==> config.mk <==
export PLATFORM = sky130hd
export DESIGN_NAME = alu_exec_sequencer
export DESIGN_NICKNAME = d
export VERILOG_FILES = /design/src/rtl/alu_exec_sequencer.sv
export SDC_FILE = /design/constraint.sdc
export NUM_CORES = 1
export LEC_CHECK = 0
export CORE_AREA = 2 2 472 474
export CTS_CLUSTER_DIAMETER = 200
export CTS_CLUSTER_SIZE = 28
export DETAILED_ROUTE_END_ITERATION = 8
export DIE_AREA = 0 0 474 476
export SYNTH_ARGS = -nofsm -noshare
export SYNTH_HDL_FRONTEND = slang
export SYNTH_SLANG_ARGS = --single-unit
==> constraint.sdc <==
create_clock -name clk -period 5.6 [get_ports clk]
set_input_delay 1.4 -clock clk [delete_from_list [all_inputs] [get_ports clk]]
set_output_delay 1.4 -clock clk [all_outputs]
set_load 0.05 [all_outputs]
==> src/rtl/alu_exec_sequencer.sv <==
// Execute-stage sequencer for the RV64I ALU: registers the ALU operands, runs the
// memory request/response handshake for loads and stores, then commits or traps.
module alu_exec_sequencer #(
  parameter int XLEN        = 64,
  parameter int OPG_W       = 4,
  parameter int OP_W        = 6,
  parameter int MEM_TIMEOUT = 255
) (
  input  logic             clk,
  input  logic             rst_n,
  input  logic             issue_valid_i,
  output logic             issue_ready_o,
  input  logic [OPG_W-1:0] issue_op_group_i,
  input  logic [OP_W-1:0]  issue_op_i,
  input  logic [XLEN-1:0]  issue_rs1_i,
  input  logic [XLEN-1:0]  issue_rs2_i,
  input  logic [XLEN-1:0]  issue_pc_i,
  input  logic [11:0]      issue_imm_i,
  input  logic [19:0]      issue_uimm_i,
  input  logic [4:0]       issue_rd_idx_i,
  input  logic             issue_wb_en_i,
  output logic [OPG_W-1:0] alu_op_group_o,
  output logic [OP_W-1:0]  alu_op_o,
  output logic [XLEN-1:0]  alu_rs1_o,
  output logic [XLEN-1:0]  alu_rs2_o,
  output logic [11:0]      alu_low_imm_o,
  output logic [19:0]      alu_upper_imm_o,
  output logic [XLEN-1:0]  alu_pc_o,
  output logic [XLEN-1:0]  alu_mem_in_o,
  input  logic [XLEN-1:0]  alu_rd_i,
  input  logic [XLEN-1:0]  alu_pc_out_i,
  input  logic [XLEN-1:0]  alu_io_in_addr_i,
  input  logic [XLEN-1:0]  alu_io_out_addr_i,
  input  logic             alu_ecall_i,
  input  logic             alu_ebreak_i,
  output logic             mem_req_valid_o,
  input  logic             mem_req_ready_i,
  output logic             mem_req_we_o,
  output logic [1:0]       mem_req_size_o,
  output logic [XLEN-1:0]  mem_req_addr_o,
  output logic [XLEN-1:0]  mem_req_wdata_o,
  input  logic             mem_resp_valid_i,
  input  logic [XLEN-1:0]  mem_resp_data_i,
  output logic             wb_valid_o,
  output logic [4:0]       wb_rd_idx_o,
  output logic [XLEN-1:0]  wb_data_o,
  output logic             pc_valid_o,
  output logic [XLEN-1:0]  pc_next_o,
  output logic             trap_valid_o,
  output logic [2:0]       trap_cause_o,
  output logic [XLEN-1:0]  trap_pc_o,
  output logic             busy_o
);

  typedef enum logic [2:0] {
    S_IDLE, S_EXEC, S_MEM_REQ, S_MEM_WAIT, S_LOAD_EXT, S_COMMIT, S_TRAP
  } state_e;

  // Group set: ALU=0 ALUI=1 ALUW=2 ALUIW=3 LUI=4 AUIPC=5 JMP=6 BNCH=7 LDST=8 SYS=9 MEM=10
  localparam logic [OPG_W-1:0] OPG_JMP  = OPG_W'(6);
  localparam logic [OPG_W-1:0] OPG_BNCH = OPG_W'(7);
  localparam logic [OPG_W-1:0] OPG_LDST = OPG_W'(8);
  localparam logic [OPG_W-1:0] OPG_SYS  = OPG_W'(9);
  localparam logic [OPG_W-1:0] OPG_MEM  = OPG_W'(10);

  localparam logic [OP_W-1:0] OP_LB  = OP_W'(0);
  localparam logic [OP_W-1:0] OP_LH  = OP_W'(1);
  localparam logic [OP_W-1:0] OP_LW  = OP_W'(2);
  localparam logic [OP_W-1:0] OP_LD  = OP_W'(3);
  localparam logic [OP_W-1:0] OP_LBU = OP_W'(4);
  localparam logic [OP_W-1:0] OP_LHU = OP_W'(5);
  localparam logic [OP_W-1:0] OP_LWU = OP_W'(6);
  localparam logic [OP_W-1:0] OP_SB  = OP_W'(8);
  localparam logic [OP_W-1:0] OP_SH  = OP_W'(9);
  localparam logic [OP_W-1:0] OP_SW  = OP_W'(10);
  localparam logic [OP_W-1:0] OP_SD  = OP_W'(11);

  localparam logic [2:0] CAUSE_ECALL    = 3'd0;
  localparam logic [2:0] CAUSE_EBREAK   = 3'd1;
  localparam logic [2:0] CAUSE_TIMEOUT  = 3'd2;
  localparam logic [2:0] CAUSE_MISALIGN = 3'd3;
  localparam logic [2:0] CAUSE_ILLEGAL  = 3'd4;
  localparam logic [7:0] TMO_LAST       = 8'(MEM_TIMEOUT - 1);

  state_e           state_q, state_d;
  logic [OPG_W-1:0] group_q, group_d;
  logic [OP_W-1:0]  op_q, op_d;
  logic [XLEN-1:0]  rs1_q, rs1_d, rs2_q, rs2_d, pc_q, pc_d, mem_in_q, mem_in_d;
  logic [11:0]      imm_q, imm_d;
  logic [19:0]      uimm_q, uimm_d;
  logic [4:0]       rd_idx_q, rd_idx_d;
  logic             wb_en_q, wb_en_d;
  logic [XLEN-1:0]  result_q, result_d, next_pc_q, next_pc_d;
  logic [XLEN-1:0]  maddr_q, maddr_d, wdata_q, wdata_d;
  logic             we_q, we_d;
  logic [1:0]       size_q, size_d;
  logic [2:0]       cause_q, cause_d;
  logic [7:0]       cnt_q, cnt_d;

  logic             ls_store, ls_legal, misaligned;
  logic [1:0]       ls_size;
  logic [2:0]       align_mask;
  logic [XLEN-1:0]  ls_addr, pc_plus4;

  always_comb begin
    ls_store = 1'b0;
    ls_size  = 2'd0;
    ls_legal = 1'b1;
    case (op_q)
      OP_LB, OP_LBU: ls_size = 2'd0;
      OP_LH, OP_LHU: ls_size = 2'd1;
      OP_LW, OP_LWU: ls_size = 2'd2;
      OP_LD:         ls_size = 2'd3;
      OP_SB: begin ls_store = 1'b1; ls_size = 2'd0; end
      OP_SH: begin ls_store = 1'b1; ls_size = 2'd1; end
      OP_SW: begin ls_store = 1'b1; ls_size = 2'd2; end
      OP_SD: begin ls_store = 1'b1; ls_size = 2'd3; end
      default: ls_legal = 1'b0;
    endcase
  end

  assign ls_addr    = ls_store ? alu_io_out_addr_i : alu_io_in_addr_i;
  assign align_mask = (3'd1 << ls_size) - 3'd1;
  assign misaligned = |(ls_addr[2:0] & align_mask);
  assign pc_plus4   = pc_q + XLEN'(4);

  always_comb begin
    state_d   = state_q;
    group_d   = group_q;
    op_d      = op_q;
    rs1_d     = rs1_q;
    rs2_d     = rs2_q;
    pc_d      = pc_q;
    mem_in_d  = mem_in_q;
    imm_d     = imm_q;
    uimm_d    = uimm_q;
    rd_idx_d  = rd_idx_q;
    wb_en_d   = wb_en_q;
    result_d  = result_q;
    next_pc_d = next_pc_q;
    maddr_d   = maddr_q;
    wdata_d   = wdata_q;
    we_d      = we_q;
    size_d    = size_q;
    cause_d   = cause_q;
    cnt_d     = cnt_q;
    case (state_q)
      S_IDLE: begin
        if (issue_valid_i) begin
          group_d  = issue_op_group_i;
          op_d     = issue_op_i;
          rs1_d    = issue_rs1_i;
          rs2_d    = issue_rs2_i;
          pc_d     = issue_pc_i;
          imm_d    = issue_imm_i;
          uimm_d   = issue_uimm_i;
          rd_idx_d = issue_rd_idx_i;
          wb_en_d  = issue_wb_en_i;
          mem_in_d = '0;
          state_d  = S_EXEC;
        end
      end
      S_EXEC: begin
        if (group_q > OPG_MEM || (group_q == OPG_LDST && !ls_legal)) begin
          cause_d = CAUSE_ILLEGAL;
          state_d = S_TRAP;
        end else if (group_q == OPG_SYS && alu_ecall_i) begin
          cause_d = CAUSE_ECALL;
          state_d = S_TRAP;
        end else if (group_q == OPG_SYS && alu_ebreak_i) begin
          cause_d = CAUSE_EBREAK;
          state_d = S_TRAP;
        end else if (group_q == OPG_LDST) begin
          maddr_d = ls_addr;
          wdata_d = ls_store ? alu_rd_i : '0;
          we_d    = ls_store;
          size_d  = ls_size;
          if (misaligned) begin
            cause_d = CAUSE_MISALIGN;
            state_d = S_TRAP;
          end else begin
            state_d = S_MEM_REQ;
          end
        end else begin
          result_d  = alu_rd_i;
          next_pc_d = (group_q == OPG_JMP || group_q == OPG_BNCH) ? alu_pc_out_i : pc_plus4;
          state_d   = S_COMMIT;
        end
      end
      S_MEM_REQ: begin
        if (mem_req_ready_i) begin
          cnt_d   = 8'd0;
          state_d = S_MEM_WAIT;
        end
      end
      S_MEM_WAIT: begin
        cnt_d = cnt_q + 8'd1;
        // A response arriving on the final counted cycle still completes normally.
        if (mem_resp_valid_i) begin
          if (we_q) begin
            next_pc_d = pc_plus4;
            state_d   = S_COMMIT;
          end else begin
            mem_in_d = mem_resp_data_i;
            state_d  = S_LOAD_EXT;
          end
        end else if (cnt_q == TMO_LAST) begin
          cause_d = CAUSE_TIMEOUT;
          state_d = S_TRAP;
        end
      end
      S_LOAD_EXT: begin
        result_d  = alu_rd_i;
        next_pc_d = pc_plus4;
        state_d   = S_COMMIT;
      end
      S_COMMIT, S_TRAP: state_d = S_IDLE;
      default:          state_d = S_IDLE;
    endcase
  end

  always_ff @(posedge clk or negedge rst_n) begin
    if (!rst_n) begin
      state_q   <= S_IDLE;
      group_q   <= '0;
      op_q      <= '0;
      rs1_q     <= '0;
      rs2_q     <= '0;
      pc_q      <= '0;
      mem_in_q  <= '0;
      imm_q     <= '0;
      uimm_q    <= '0;
      rd_idx_q  <= '0;
      wb_en_q   <= 1'b0;
      result_q  <= '0;
      next_pc_q <= '0;
      maddr_q   <= '0;
      wdata_q   <= '0;
      we_q      <= 1'b0;
      size_q    <= '0;
      cause_q   <= '0;
      cnt_q     <= '0;
    end else begin
      state_q   <= state_d;
      group_q   <= group_d;
      op_q      <= op_d;
      rs1_q     <= rs1_d;
      rs2_q     <= rs2_d;
      pc_q      <= pc_d;
      mem_in_q  <= mem_in_d;
      imm_q     <= imm_d;
      uimm_q    <= uimm_d;
      rd_idx_q  <= rd_idx_d;
      wb_en_q   <= wb_en_d;
      result_q  <= result_d;
      next_pc_q <= next_pc_d;
      maddr_q   <= maddr_d;
      wdata_q   <= wdata_d;
      we_q      <= we_d;
      size_q    <= size_d;
      cause_q   <= cause_d;
      cnt_q     <= cnt_d;
    end
  end

  assign issue_ready_o   = (state_q == S_IDLE);
  assign busy_o          = (state_q != S_IDLE);
  assign alu_op_group_o  = group_q;
  assign alu_op_o        = op_q;
  assign alu_rs1_o       = rs1_q;
  assign alu_rs2_o       = rs2_q;
  assign alu_low_imm_o   = imm_q;
  assign alu_upper_imm_o = uimm_q;
  assign alu_pc_o        = pc_q;
  assign alu_mem_in_o    = mem_in_q;
  assign mem_req_valid_o = (state_q == S_MEM_REQ);
  assign mem_req_we_o    = we_q;
  assign mem_req_size_o  = size_q;
  assign mem_req_addr_o  = maddr_q;
  assign mem_req_wdata_o = wdata_q;
  // Branches, fences and stores never write a register, nor does x0.
  assign wb_valid_o      = (state_q == S_COMMIT) && wb_en_q && (rd_idx_q != 5'd0) &&
                           (group_q != OPG_BNCH) && (group_q != OPG_MEM) &&
                           !(group_q == OPG_LDST && ls_store);
  assign wb_rd_idx_o     = rd_idx_q;
  assign wb_data_o       = result_q;
  assign pc_valid_o      = (state_q == S_COMMIT);
  assign pc_next_o       = next_pc_q;
  assign trap_valid_o    = (state_q == S_TRAP);
  assign trap_cause_o    = cause_q;
  assign trap_pc_o       = pc_q;

endmodule

* Word-level counts from Yosys, hierarchy flattened *
Cells that the tools add are included.

storage, ports and cells
  register bits after elaboration = 577
  latch bits = 0
  bits in writable memories = 0
  bits in read-only memories = 0
  input bits = 567
  memories kept = 0

cells by class
  $add $sub $neg = 3
  multiply operators = 0
  div/mod/pow operators = 0
  order comparisons = 1
  equality and inequality tests = 37
  shift-type cells = 1
  multiplexer cells = 43
  bitwise operators = 4
  reduce and logical (&&, ||, !) cells = 36

operators by type and width
  kind                                                                    count
  64-bit 2-to-1 mux                                                       16
  64-bit case mux with 2 select lines                                     2
  64-bit case mux with 3 select lines                                     1
  64-bit by 3-bit adder with 64-bit output (second input constant)        1
  3-bit 2-to-1 mux                                                        16
  6-bit by 4-bit equality test with 1-bit output (second input constant)  4
  2-bit inequality test (second input constant)                           10
  6-bit by 3-bit equality test with 1-bit output (second input constant)  3
  8-bit case mux with 2 select lines                                      1
  3-bit case mux with 5 select lines                                      1
  5-bit AND reduction                                                     3
  6-bit by 2-bit equality test with 1-bit output (second input constant)  2
  11-bit OR reduction                                                     1
  5-bit inequality test (second input constant)                           2
  3-bit equality test (second input constant)                             3
  1-bit logical AND                                                       9
  3-bit OR reduction                                                      3
  8-bit by 1-bit adder with 8-bit output (second input constant)          1
  4-bit by 3-bit equality test with 1-bit output (second input constant)  2
  4-bit equality test (second input constant)                             2
  8-bit equality test (second input constant)                             1
  8-bit 2-to-1 mux                                                        1
  2-bit nonzero test                                                      4
  7-bit AND reduction                                                     1
  26 further kinds                                                        35

* Longest topological paths before layout *
Gate-level depths: netlist of run 1.

  word-level depth = 13
  gate-level depth with buffers = 10
  gate-level depth less buffers = 8

* Least setup slack after synthesis of run 1 *
No wires, ideal clock.

  path type = register -> output
  from = register state_q[0]
  to = output port busy_o
  arrival = 2.245 ns
  path slack = 1.955 ns
  stages on the path, launching flop included = 4
  buffers on the path = 1
  cells stage by stage = dfrtp_1 buf_2 nor3_1 inv_1

on the way
  longest elaborated chain between the ends = 1

RTL lines
  what                    RTL line  RTL
  from (decl)             85        state_e state_q, state_d;
  from (signal assigned)  244       state_q <= state_d;
  3-bit nonzero test      267       assign busy_o = (state_q != S_IDLE);
  to (decl)               52        output logic busy_o

No other way between the ends.

* Worst setup path after layout of run 1 *
  from = register group_q[1], in the netlist alu_op_group_o[1]
  to = output port wb_valid_o

on the way
  longest elaborated chain between the ends = 4
  elaborated cells on any way between the ends = 8

RTL lines
  what                                                                                            RTL line  RTL
  from (decl)                                                                                     86        logic [OPG_W-1:0] group_q, group_d;
  from (signal assigned)                                                                          245       group_q <= group_d;
  4-bit by 3-bit inequality test with 1-bit output / 4-bit equality test (equally long branches)  283, 284
  1-bit logical AND, on equally long branches                                                     282, 284
  1-bit logical AND / 1-bit logical NOT (equally long branches)                                   283, 284
  1-bit logical AND *                                                                             283       (group_q != OPG_BNCH) && (group_q != OPG_MEM) &&
  to (decl)                                                                                       44        output logic wb_valid_o,

Mark *: on every way between the ends. The rest lies on a longest branch, timed or not.

==> results by group, run 1 <==
Outcome
  – Outcome: completed

Logic synthesis
  – Main area contributors after synthesis: dfrtp_1 (58%), mux2_2 (13%), nand2_1 (7.6%)
  – Largest family of logic cells by synthesized area: simple AND/OR/NAND/NOR gates
  – Synth Register Bits: 577
  – Post-synth EDFFs: 0
  – Yosys warns: 0
  – Synth Area in Compound Gates: 0.05481
  – Seq/Total Area, Yosys: 0.5814
  – Mux cell area share after synthesis: 0.1396
  – Post-synth cell types: 69
  – Mapped cell area: 0.02484 mm2
  – Synth Instances: 2273
  – Synth top area share: 0.5814
  – Synth area leader: dfrtp_1
  – Xor and xnor fraction of the mapped netlist area: 0.01728
  – FFs w/ async S/R, synth: 1.000
  – Post-synthesis simple-gate area fraction: 0.1582
  – Syn_nets: 2843
  – Main synth FF type: dfrtp_1
  – Synthesized area per cell: 10.93 um2
  – Post-Synth Adder-Cell Area: 0.001511

Finish
  – Commonest non-fill, non-tap cell in the layout: clkdlybuf4s50_1
  – Layout area overhead: 64.44%
  – Finished Core Util: 0.1848
  – Final Instance Count excl. Fillers: 6356
  – Fin nets: 3909
  – Post-route cell area: 0.04084 mm2
  – Commonest non-fill, non-tap cells in the layout: clkdlybuf4s50_1 (1196), dfrtp_1 (577), nand2_1 (501)
  – Layout cells sized above 1: 0.1168

Timing
  – Headroom to the max-slew limit: 0.2453
  – Clock skew: 63.57 ps
  – Final hold slack: 475.5 ps
  – TNS Setup: 0 ps
  – Maximum clock rate: 219.9 MHz
  – RSZ-0062 raised after global routing: false
  – Final Hold Fails: 0
  – Fin crit period: 4547 ps
  – Worst-Margin Slew: 1132 ps
  – Final WS setup: 1053 ps
  – Crit share post-route: 0.8120
  – Pins Over Slew Limit: 0
  – Setup Viol. Count Final: 0

Routing
  – DR pass1 iterations: 5
  – DR WL met2: 79020 um
  – Met3 WL: 28730 um
  – Via count: 22916
  – Met1 Wirelength: 67060 um
  – Top Metal Used: met5
  – Initial detailed-routing violation count: 1275
  – Routed WL: 181800 um
  – Routed wire per std cell: 28.61 um
  – Avg Vias per Cell: 3.605
  – Detail Route Antenna Nets: 0
  – Residual DRC: 0

Floorplan
  – Starting Density: 0.1124
  – FP Rows: 173
  – Die Ht: 476 um
  – I/O Pins: 1202
  – Core Area: 0.2210 mm2
  – DIE AREA: 0.2256 mm2
  – Die width: 474 um

CTS
  – Hold Buf Count CTS: 0
  – Worst skew pair latency: 750 ps
  – Clock Sinks: 577
  – Post-CTS Setup Bufs: 0
  – TritonCTS buffer count: 27
  – Root buffer cell: clkbuf_16
  – # H-tree levels: 1
  – Clk buf depth: 3
  – Cts repair resizes: 0
  – CTS tree: built
  – Worst-path clk slew: 140 ps

Critical path
  – CP required: 4200 ps
  – Max Fanout on Critical Path: 8
  – Worst R2R End: alu_mem_in_o[10]
  – Worst Path Arrival: 3150 ps
  – CP cell instances: nand2_1 > o31ai_1 > a21oi_1 > and3_1 > clkdlybuf4s50_1
  – Worst r2r path cells: 8
  – CP max stage cell: clkdlybuf4s50_1
  – CP max stage delay: 840 ps
  – R2r startpoint: state_q[1]
  – Flop-to-flop setup slack: 1930 ps
  – WS Path Type: reg2out
  – CP startpoint kind: flop
  – Endpoint class of the critical path: output pin

Pwr
  – Total power: 28.86 mW
  – P_leak: 16.13 nW
  – Cell Pwr Density: 706.6 mW/mm2
  – Peak VDD IR: 473.5 uV

Placement
  – Pre-CTS WS: 1267 ps
  – PortBufs: 1201
  – Placed wire-length estimate: 154400 um
  – Placed cell area: 0.03992 mm2
  – # placed instances: 6285
  – Placer Congestion: 0.8828

Worst hold path
  – WHS Path Cells: 2
  – Hold Path Class: reg2reg
  – End of the worst hold path: alu_mem_in_o[22]
  – Min-delay src: alu_mem_in_o[22]

Global route
  – First-pass GRT wire length: 230000 um
  – GRT overflow: 0
  – GRT Util Overall: 0.1538
  – Initial antenna violation count: 128
  – Vias in the first global route: 22809
  – Largest net degree at the start of global routing: 156

Job
  – MaxCap Viol Count: 0
## worst max path at each step
stage                           to         startpoint  cells past startpoint
2_1_floorplan               busy_o         state_q[0]                      3
3_3_place_gp   mem_req_wdata_o[17]        alu_ecall_i                      8
3_5_place_dp   mem_req_wdata_o[19]        alu_ecall_i                      8
4_1_cts                 wb_valid_o        alu_op_o[5]                      4
5_1_grt                 wb_valid_o        alu_op_o[5]                      4
6_report                wb_valid_o  alu_op_group_o[1]                      5
## critical path: cells and delay by family, from the launching register on
kind / cells / cell delay, ps
buffers and inverters: 1 / 840
AOI/OAI and AO/OA: 2 / 640
DFF: 1 / 570
and+or+nand+nor: 2 / 320
## report_power, final
part | internal (mW) | total, mW | switching (mW)
logic | 5.73 | 18.4 | 12.6
clock network | 0.961 | 2.64 | 1.68
registers | 5.98 | 7.84 | 1.86
total | 12.7 | 28.9 | 16.2
## sequential cells by signal (all words and copies together) (netlist names)
register / cells
pc_next_o: 64
alu_op_group_o: 4
trap_cause_o: 3
mem_req_addr_o: 64
cnt_q: 8
state_q: 3
wb_rd_idx_o: 5
mem_req_we_o: 1
alu_mem_in_o: 64
alu_pc_o: 64
alu_upper_imm_o: 20
alu_rs1_o: 64
wb_en_q: 1
alu_low_imm_o: 12
alu_rs2_o: 64
alu_op_o: 6
wb_data_o: 64
mem_req_size_o: 2
mem_req_wdata_o: 64
## layer usage
layer  track usage  vias up
li1              -     9854
met1        0.1699    11433
met2        0.2394     1262
met3        0.1023      283
met4       0.04411       84
met5             0        -
## cell type report
cell class	count	area, um2
tap	2975	3722
fill	24361	180200
timing repair buffer	1241	12400
inverter	21	78.83
clock inverter	8	118.9
multi-input combinational	1471	9275
antenna	32	80.08
sequential	577	14440
clock buffer	31	720.7
## synth_stat cells, drive strengths merged, types with 2 or more instances
| master | count |
|---|---|
| a211oi | 4 |
| a21boi | 4 |
| a21o | 4 |
| a21oi | 20 |
| a311oi | 2 |
| a31oi | 65 |
| and2 | 2 |
| and3 | 6 |
| and4 | 2 |
| buf | 145 |
| clkbuf | 59 |
| dfrtp | 577 |
| ha | 3 |
| inv | 21 |
| mux2 | 290 |
| mux2i | 20 |
| nand2 | 501 |
| nand2b | 2 |
| nand3 | 183 |
| nand3b | 2 |
| nand4 | 14 |
| nor2 | 114 |
| nor3 | 27 |
| nor3b | 3 |
| nor4 | 23 |
| nor4b | 2 |
| o211ai | 19 |
| o21a | 3 |
| o21ai | 68 |
| o221ai | 3 |
| o22ai | 2 |
| o31a | 4 |
| o31ai | 11 |
| or2 | 2 |
| or3 | 6 |
| or3b | 2 |
| xnor2 | 47 |
| xor2 | 2 |
## kinds of logic after synthesis
group | after synthesis
AND/OR/NAND/NOR | 894
flip-flops | 577
multiplexers | 310
buffers and inverters | 225
AO/OA/AOI/OAI | 215
XOR/XNOR | 49
adder cells (fa/ha/maj) | 3
No activity file was read; power rests on OpenSTA's default activity.
==> run 2: changes to the inputs <==
--- a/config.mk
+++ b/config.mk
@@ -5,11 +5,11 @@
 export SDC_FILE = /design/constraint.sdc
 export NUM_CORES = 1
 export LEC_CHECK = 0
-export CORE_AREA = 2 2 472 474
+export CORE_AREA = 2 2 471 473
 export CTS_CLUSTER_DIAMETER = 200
 export CTS_CLUSTER_SIZE = 28
 export DETAILED_ROUTE_END_ITERATION = 8
-export DIE_AREA = 0 0 474 476
+export DIE_AREA = 0 0 473 475
 export SYNTH_ARGS = -nofsm -noshare
 export SYNTH_HDL_FRONTEND = slang
 export SYNTH_SLANG_ARGS = --single-unit
==> constraint.sdc (replaced) <==
create_clock -name clk -period 4.1 [get_ports clk]
set_input_delay 1.025 -clock clk [delete_from_list [all_inputs] [get_ports clk]]
set_output_delay 1.025 -clock clk [all_outputs]
set_load 0.05 [all_outputs]
==> run 2 against run 1 <==
- worst setup slack worse by 930 ps
- critical path depth down 3
- wire length fell by 7.0%
- count of clock-buffer cells in the layout fell by 3
- clock power grew 29%
- sequential share of layout area decreased by 0.12 points
- critical path type unchanged
- critical endpoint is now issue_ready_o
==> results by group, run 2 (same netlist as run 1, synthesis figures left out) <==
Timing
  – Final Hold Fails: 0 (unchanged)
  – Final WS setup: 122.7 ps (-930.2 ps)
  – TNS Setup: 0 ps (unchanged)
  – Headroom to the max-slew limit: 0.3311 (+0.08582)
  – Clock skew: 32.85 ps (-30.71 ps)
  – Worst-Margin Slew: 1003 ps (-128.7 ps)
  – Fin crit period: 3977 ps
  – Pins Over Slew Limit: 0 (unchanged)
  – RSZ-0062 raised after global routing: false
  – Maximum clock rate: 251.4 MHz
  – Setup Viol. Count Final: 0 (unchanged)
  – Crit share post-route: 0.9701

CTS
  – TritonCTS buffer count: 26 (-3.7%)
  – Worst-path clk slew: 120 ps (-20 ps)
  – Clk buf depth: 3 (unchanged)
  – Root buffer cell: clkbuf_16
  – Cts repair resizes: 0 (unchanged)
  – Clock Sinks: 577 (unchanged)
  – Worst skew pair latency: 710 ps (-40 ps)
  – CTS tree: built
  – Post-CTS Setup Bufs: 0 (unchanged)
  – # H-tree levels: 1 (unchanged)
  – Hold Buf Count CTS: 0 (unchanged)

Critical path
  – Endpoint class of the critical path: output pin
  – Worst Path Arrival: 2950 ps (-200 ps)
  – Worst r2r path cells: 8 (unchanged)
  – Max Fanout on Critical Path: 15 (+7)
  – WS Path Type: reg2out
  – Worst R2R End: pc_next_o[44]
  – CP required: 3070 ps (-1130 ps)
  – CP startpoint kind: flop
  – R2r startpoint: alu_pc_o[2]
  – Flop-to-flop setup slack: 800 ps (-1130 ps)

Pwr
  – Total power: 39.15 mW (+36%)
  – P_leak: 16.30 nW (+1.1%)
  – Peak VDD IR: 685.6 uV (+45%)
  – Cell Pwr Density: 955.4 mW/mm2 (+35%)

Routing
  – Routed WL: 169100 um (-7.0%)
  – Residual DRC: 0 (unchanged)
  – Routed wire per std cell: 27.00 um (-5.6%)
  – Detail Route Antenna Nets: 0 (unchanged)
  – Via count: 22769 (-0.64%)
  – DR pass1 iterations: 5 (unchanged)
  – Avg Vias per Cell: 3.636 (+0.85%)
  – Initial detailed-routing violation count: 1378 (+8.1%)

Finish
  – Layout cells sized above 1: 0.1249 (+0.008100)
  – Commonest non-fill, non-tap cell in the layout: clkdlybuf4s50_1
  – Commonest non-fill, non-tap cells in the layout: clkdlybuf4s50_1 (1191), dfrtp_1 (577), nand2_1 (501)
  – Fin nets: 3939 (+0.77%)
  – Layout area overhead: 64.98%

Global route
  – GRT Util Overall: 0.1438 (-0.01001)
  – First-pass GRT wire length: 219200 um (-4.7%)
  – Initial antenna violation count: 79 (-38%)
  – Largest net degree at the start of global routing: 70 (-55%)
  – Vias in the first global route: 23214 (+1.8%)
  – GRT overflow: 0 (unchanged)

Outcome
  – Outcome: completed

Placement
  – Placer Congestion: 0.8991 (+1.8%)
  – Pre-CTS WS: 522.8 ps (-744.2 ps)
  – PortBufs: 1201 (unchanged)
  – Placed wire-length estimate: 144200 um (-6.6%)

Worst hold path
  – Hold Path Class: in2async

Job
  – MaxCap Viol Count: 0 (unchanged)

Floorplan
  – Core Area: 0.2191 mm2 (-0.87%)
  – Die Ht: 475 um (-0.21%)
  – Die width: 473 um (-0.21%)
  – FP Rows: 172 (-0.58%)
  – DIE AREA: 0.2247 mm2 (-0.42%)
  – I/O Pins: 1202 (unchanged)
  – Starting Density: 0.1134 (+0.0009864)
-- run 2: cell types whose count changed in the layout (fill, tap and decap cells not counted), sizes merged --
| cell | before | now |
|---|---|---|
| clkdlybuf4s50 | 1196 | 1191 |
| clkbuf | 31 | 28 |
| buf | 45 | 81 |
| clkinvlp | 1 | 0 |
| clkinv | 2 | 3 |
| diode | 32 | 19 |
| inv | 26 | 21 |
-- run 2: report_power, final --
part | internal, mW | switching, mW
clock | 1.23 | 2.17
sequential | 8.17 | 2.42
combinational | 7.96 | 17.2
-- run 2: worst max path at each step --
stage,startpoint,to,slack [ps],cells past startpoint
6_report,state_q[1],issue_ready_o,120,2
5_1_grt,state_q[1],issue_ready_o,1,2
4_1_cts,state_q[1],issue_ready_o,70,2
3_5_place_dp,alu_ecall_i,mem_req_wdata_o[49],520,8
3_3_place_gp,alu_ecall_i,mem_req_wdata_o[53],550,8
2_1_floorplan,state_q[0],busy_o,830,3
-- run 2: final cells by class --
class,count,area (um2)
Antenna cell,19,47.55
Clock buffer,28,679.4
Clock inverter,3,90.09
Fill cell,24044,178100
Inverter,21,78.83
Multi-Input combinational cell,1471,9284
Sequential cell,577,14440
Tap cell,2871,3592
Timing Repair Buffer,1272,12760
-- run 2: critical path, stage by stage (launching register included) --
cell and delay, ps:
dfrtp_1 570, nor3_1 730, clkdlybuf4s50_1 950
-- run 2: metal layers --
layer | track usage | up-vias | share of wire
met4 | 0.03824 | 50 | 0.029
met5 | 0 | - | 0.0019
met3 | 0.08292 | 194 | 0.14
met2 | 0.2272 | 1252 | 0.44
li1 | - | 9883 | -
met1 | 0.1649 | 11390 | 0.38
-- run 2: metrics by stage --
| stage | util | hold slack, ps | std cells | area (um2) |
|---|---|---|---|---|
| after floorplan | - | 457.6 | 2273 | 24840 |
| after global placement | 0.1833 | 451.7 | 6212 | 40160 |
| after detailed placement | 0.1833 | 455.3 | 6212 | 40160 |
| after CTS | 0.1868 | 354.6 | 6243 | 40930 |
| after global routing | 0.1869 | 351.5 | 6248 | 40940 |
| final | 0.1870 | 360.8 | 6262 | 40970 |
==> run 3: changes to the inputs <==
--- a/config.mk
+++ b/config.mk
@@ -5,11 +5,15 @@
 export SDC_FILE = /design/constraint.sdc
 export NUM_CORES = 1
 export LEC_CHECK = 0
-export CORE_AREA = 2 2 471 473
+export CELL_PAD_IN_SITES_DETAIL_PLACEMENT = 0
+export CELL_PAD_IN_SITES_GLOBAL_PLACEMENT = 1
+export CORE_AREA = 2 2 462 464
 export CTS_CLUSTER_DIAMETER = 200
 export CTS_CLUSTER_SIZE = 28
 export DETAILED_ROUTE_END_ITERATION = 8
-export DIE_AREA = 0 0 473 475
+export DIE_AREA = 0 0 464 466
+export PLACE_DENSITY_LB_ADDON = 0.1
 export SYNTH_ARGS = -nofsm -noshare
 export SYNTH_HDL_FRONTEND = slang
 export SYNTH_SLANG_ARGS = --single-unit
+export TNS_END_PERCENT = 20
==> run 3 against run 2 <==
- die area shrank 3.8%
- largest power group unchanged
- maximum frequency grew 9.9%
- first-iteration DRC count shrank 23%
- clock power grew 8.2%
- worst hold slack gained 27 ps
- via count shrank 5.5%
- power shrank 1.5%
- cell area is essentially flat
- register-to-register slack lost 80 ps
==> results by group, run 3 (same netlist as run 1, synthesis figures left out) <==
CTS
  – CTS tree: built
  – Worst-path clk slew: 140 ps (+20 ps)
  – TritonCTS buffer count: 26 (unchanged)
  – Post-CTS Setup Bufs: 0 (unchanged)
  – Clk buf depth: 3 (unchanged)
  – Root buffer cell: clkbuf_16
  – Cts repair resizes: 0 (unchanged)
  – Hold Buf Count CTS: 0 (unchanged)
  – Clock Sinks: 577 (unchanged)
  – # H-tree levels: 1 (unchanged)
  – Worst skew pair latency: 710 ps (about the same)

Timing
  – Worst-Margin Slew: 967.2 ps (-36.19 ps)
  – Crit share post-route: 0.8824 (-0.08768)
  – RSZ-0062 raised after global routing: false
  – Setup Viol. Count Final: 0 (unchanged)
  – Headroom to the max-slew limit: 0.3493 (+0.01818)
  – Clock skew: 39.44 ps (+6.587 ps)
  – TNS Setup: 0 ps (unchanged)
  – Pins Over Slew Limit: 0 (unchanged)
  – Fin crit period: 3618 ps (-359.5 ps)
  – Maximum clock rate: 276.4 MHz (+9.9%)
  – Final WS setup: 482.2 ps (+359.5 ps)
  – Final Hold Fails: 0 (unchanged)

Routing
  – Residual DRC: 0 (unchanged)
  – Routed WL: 158000 um (-6.5%)
  – Detail Route Antenna Nets: 0 (unchanged)
  – Via count: 21525 (-5.5%)
  – Avg Vias per Cell: 3.469 (-4.6%)
  – DR pass1 iterations: 5 (unchanged)
  – Routed wire per std cell: 25.47 um (-5.7%)
  – Initial detailed-routing violation count: 1064 (-23%)

Global route
  – Largest net degree at the start of global routing: 74 (+5.7%)
  – First-pass GRT wire length: 213400 um (-2.6%)
  – GRT Util Overall: 0.1407 (-0.003167)
  – Initial antenna violation count: 52 (-34%)
  – Vias in the first global route: 22894 (-1.4%)
  – GRT overflow: 0 (unchanged)

Critical path
  – Worst Path Arrival: 2590 ps (-360 ps)
  – CP startpoint kind: flop
  – CP required: 3070 ps (about the same)
  – Max Fanout on Critical Path: 7 (-8)
  – WS Path Type: reg2out
  – Endpoint class of the critical path: output pin

Floorplan
  – Core Area: 0.2112 mm2 (-3.6%)
  – FP Rows: 169 (-1.7%)
  – DIE AREA: 0.2162 mm2 (-3.8%)
  – Die Ht: 466 um (-1.9%)
  – I/O Pins: 1202 (unchanged)
  – Die width: 464 um (-1.9%)
  – Starting Density: 0.1176 (+0.004207)

Finish
  – Layout area overhead: 65.00% (about the same)
  – Fin nets: 3938 (-0.025%)
  – Commonest non-fill, non-tap cell in the layout: clkdlybuf4s50_1
  – Layout cells sized above 1: 0.1227 (-0.002112)
  – Fill cells: 23230 (-3.4%)
  – Commonest non-fill, non-tap cells in the layout: clkdlybuf4s50_1 (1198), dfrtp_1 (577), nand2_1 (501)
  – Sequential cell area: 0.01444 mm2 (unchanged)
  – Multi-input gate area: 0.009283 mm2 (about the same)

Job
  – MaxCap Viol Count: 0 (unchanged)

Outcome
  – Outcome: completed

Placement
  – Pre-CTS WS: 342.2 ps (-180.5 ps)
  – Placed wire-length estimate: 124200 um (-14%)
  – Placer Congestion: 0.7570 (-16%)
  – PortBufs: 1201 (unchanged)

Pwr
  – Peak VDD IR: 465.9 uV (-32%)
  – P_leak: 16.33 nW (+0.15%)
  – Cell Pwr Density: 941.1 mW/mm2 (-1.5%)

Worst hold path
  – Hold Path Class: in2async
-- run 3: area by class of cell --
| cell class | count | area share |
|---|---|---|
| Antenna cell | 11 | 0.0006718 |
| Clock buffer | 27 | 0.01649 |
| Clock inverter | 6 | 0.002656 |
| Inverter | 21 | 0.001924 |
| Multi-Input combinational cell | 1471 | 0.2265 |
| Sequential cell | 577 | 0.3524 |
| Tap cell | 2821 | 0.08614 |
| Timing Repair Buffer | 1271 | 0.3132 |
-- run 3: critical path: stages, from the launching register on --
cell	delay [ps]
dfrtp_1	500
nor4b_2	540
buf_4	230
o211ai_1	170
and3_1	250
buf_4	210
-- run 3: metal layers --
layer  track usage  routed length (um)  vias to the layer above  part of all wire
met3       0.05285               13470                      122             0.085
met2        0.2450               77740                      783              0.49
li1              -                   -                     9865                 -
met4       0.01930                2208                       24             0.014
met5             0                 148                        -           0.00094
met1        0.1671               64460                    10731              0.41
-- run 3: power by group --
group          total (mW)  internal, mW  leakage (nW)  switching [mW]
Sequential           10.7          8.17          7.17            2.51
Clock                3.68          1.30         0.383            2.39
Combinational        24.2          8.08          8.77            16.1
-- run 3: worst paths after layout --
| path | slack [ps] | startpoint | end | cells past startpoint |
|---|---|---|---|---|
| max | 480 | alu_op_o[2] | wb_valid_o | 5 |
| min | 390 | rst_n | alu_pc_o[48] | 1 |
| max reg2reg | 720 | alu_op_o[2] | trap_cause_o[1] | 8 |
| min reg2reg | 480 | mem_req_wdata_o[61] | mem_req_wdata_o[61] | 2 |
| max in group asynchronous | 2680 | rst_n | alu_pc_o[41] | 2 |
| min in group clk | 480 | mem_req_wdata_o[61] | mem_req_wdata_o[61] | 2 |
-- run 3: stage by stage --
stage	area (um2)	hold slack (ps)	util	power, mW	cells
after floorplan	24840	457.6	-	25.05	2273
after global placement	40160	449.8	0.1901	35.59	6161
after detailed placement	40160	455.3	0.1901	35.50	6161
after CTS	40950	327.3	0.1939	39.53	6194
after global routing	40960	379.0	0.1939	40.64	6197
final	40980	387.6	0.1940	38.56	6205
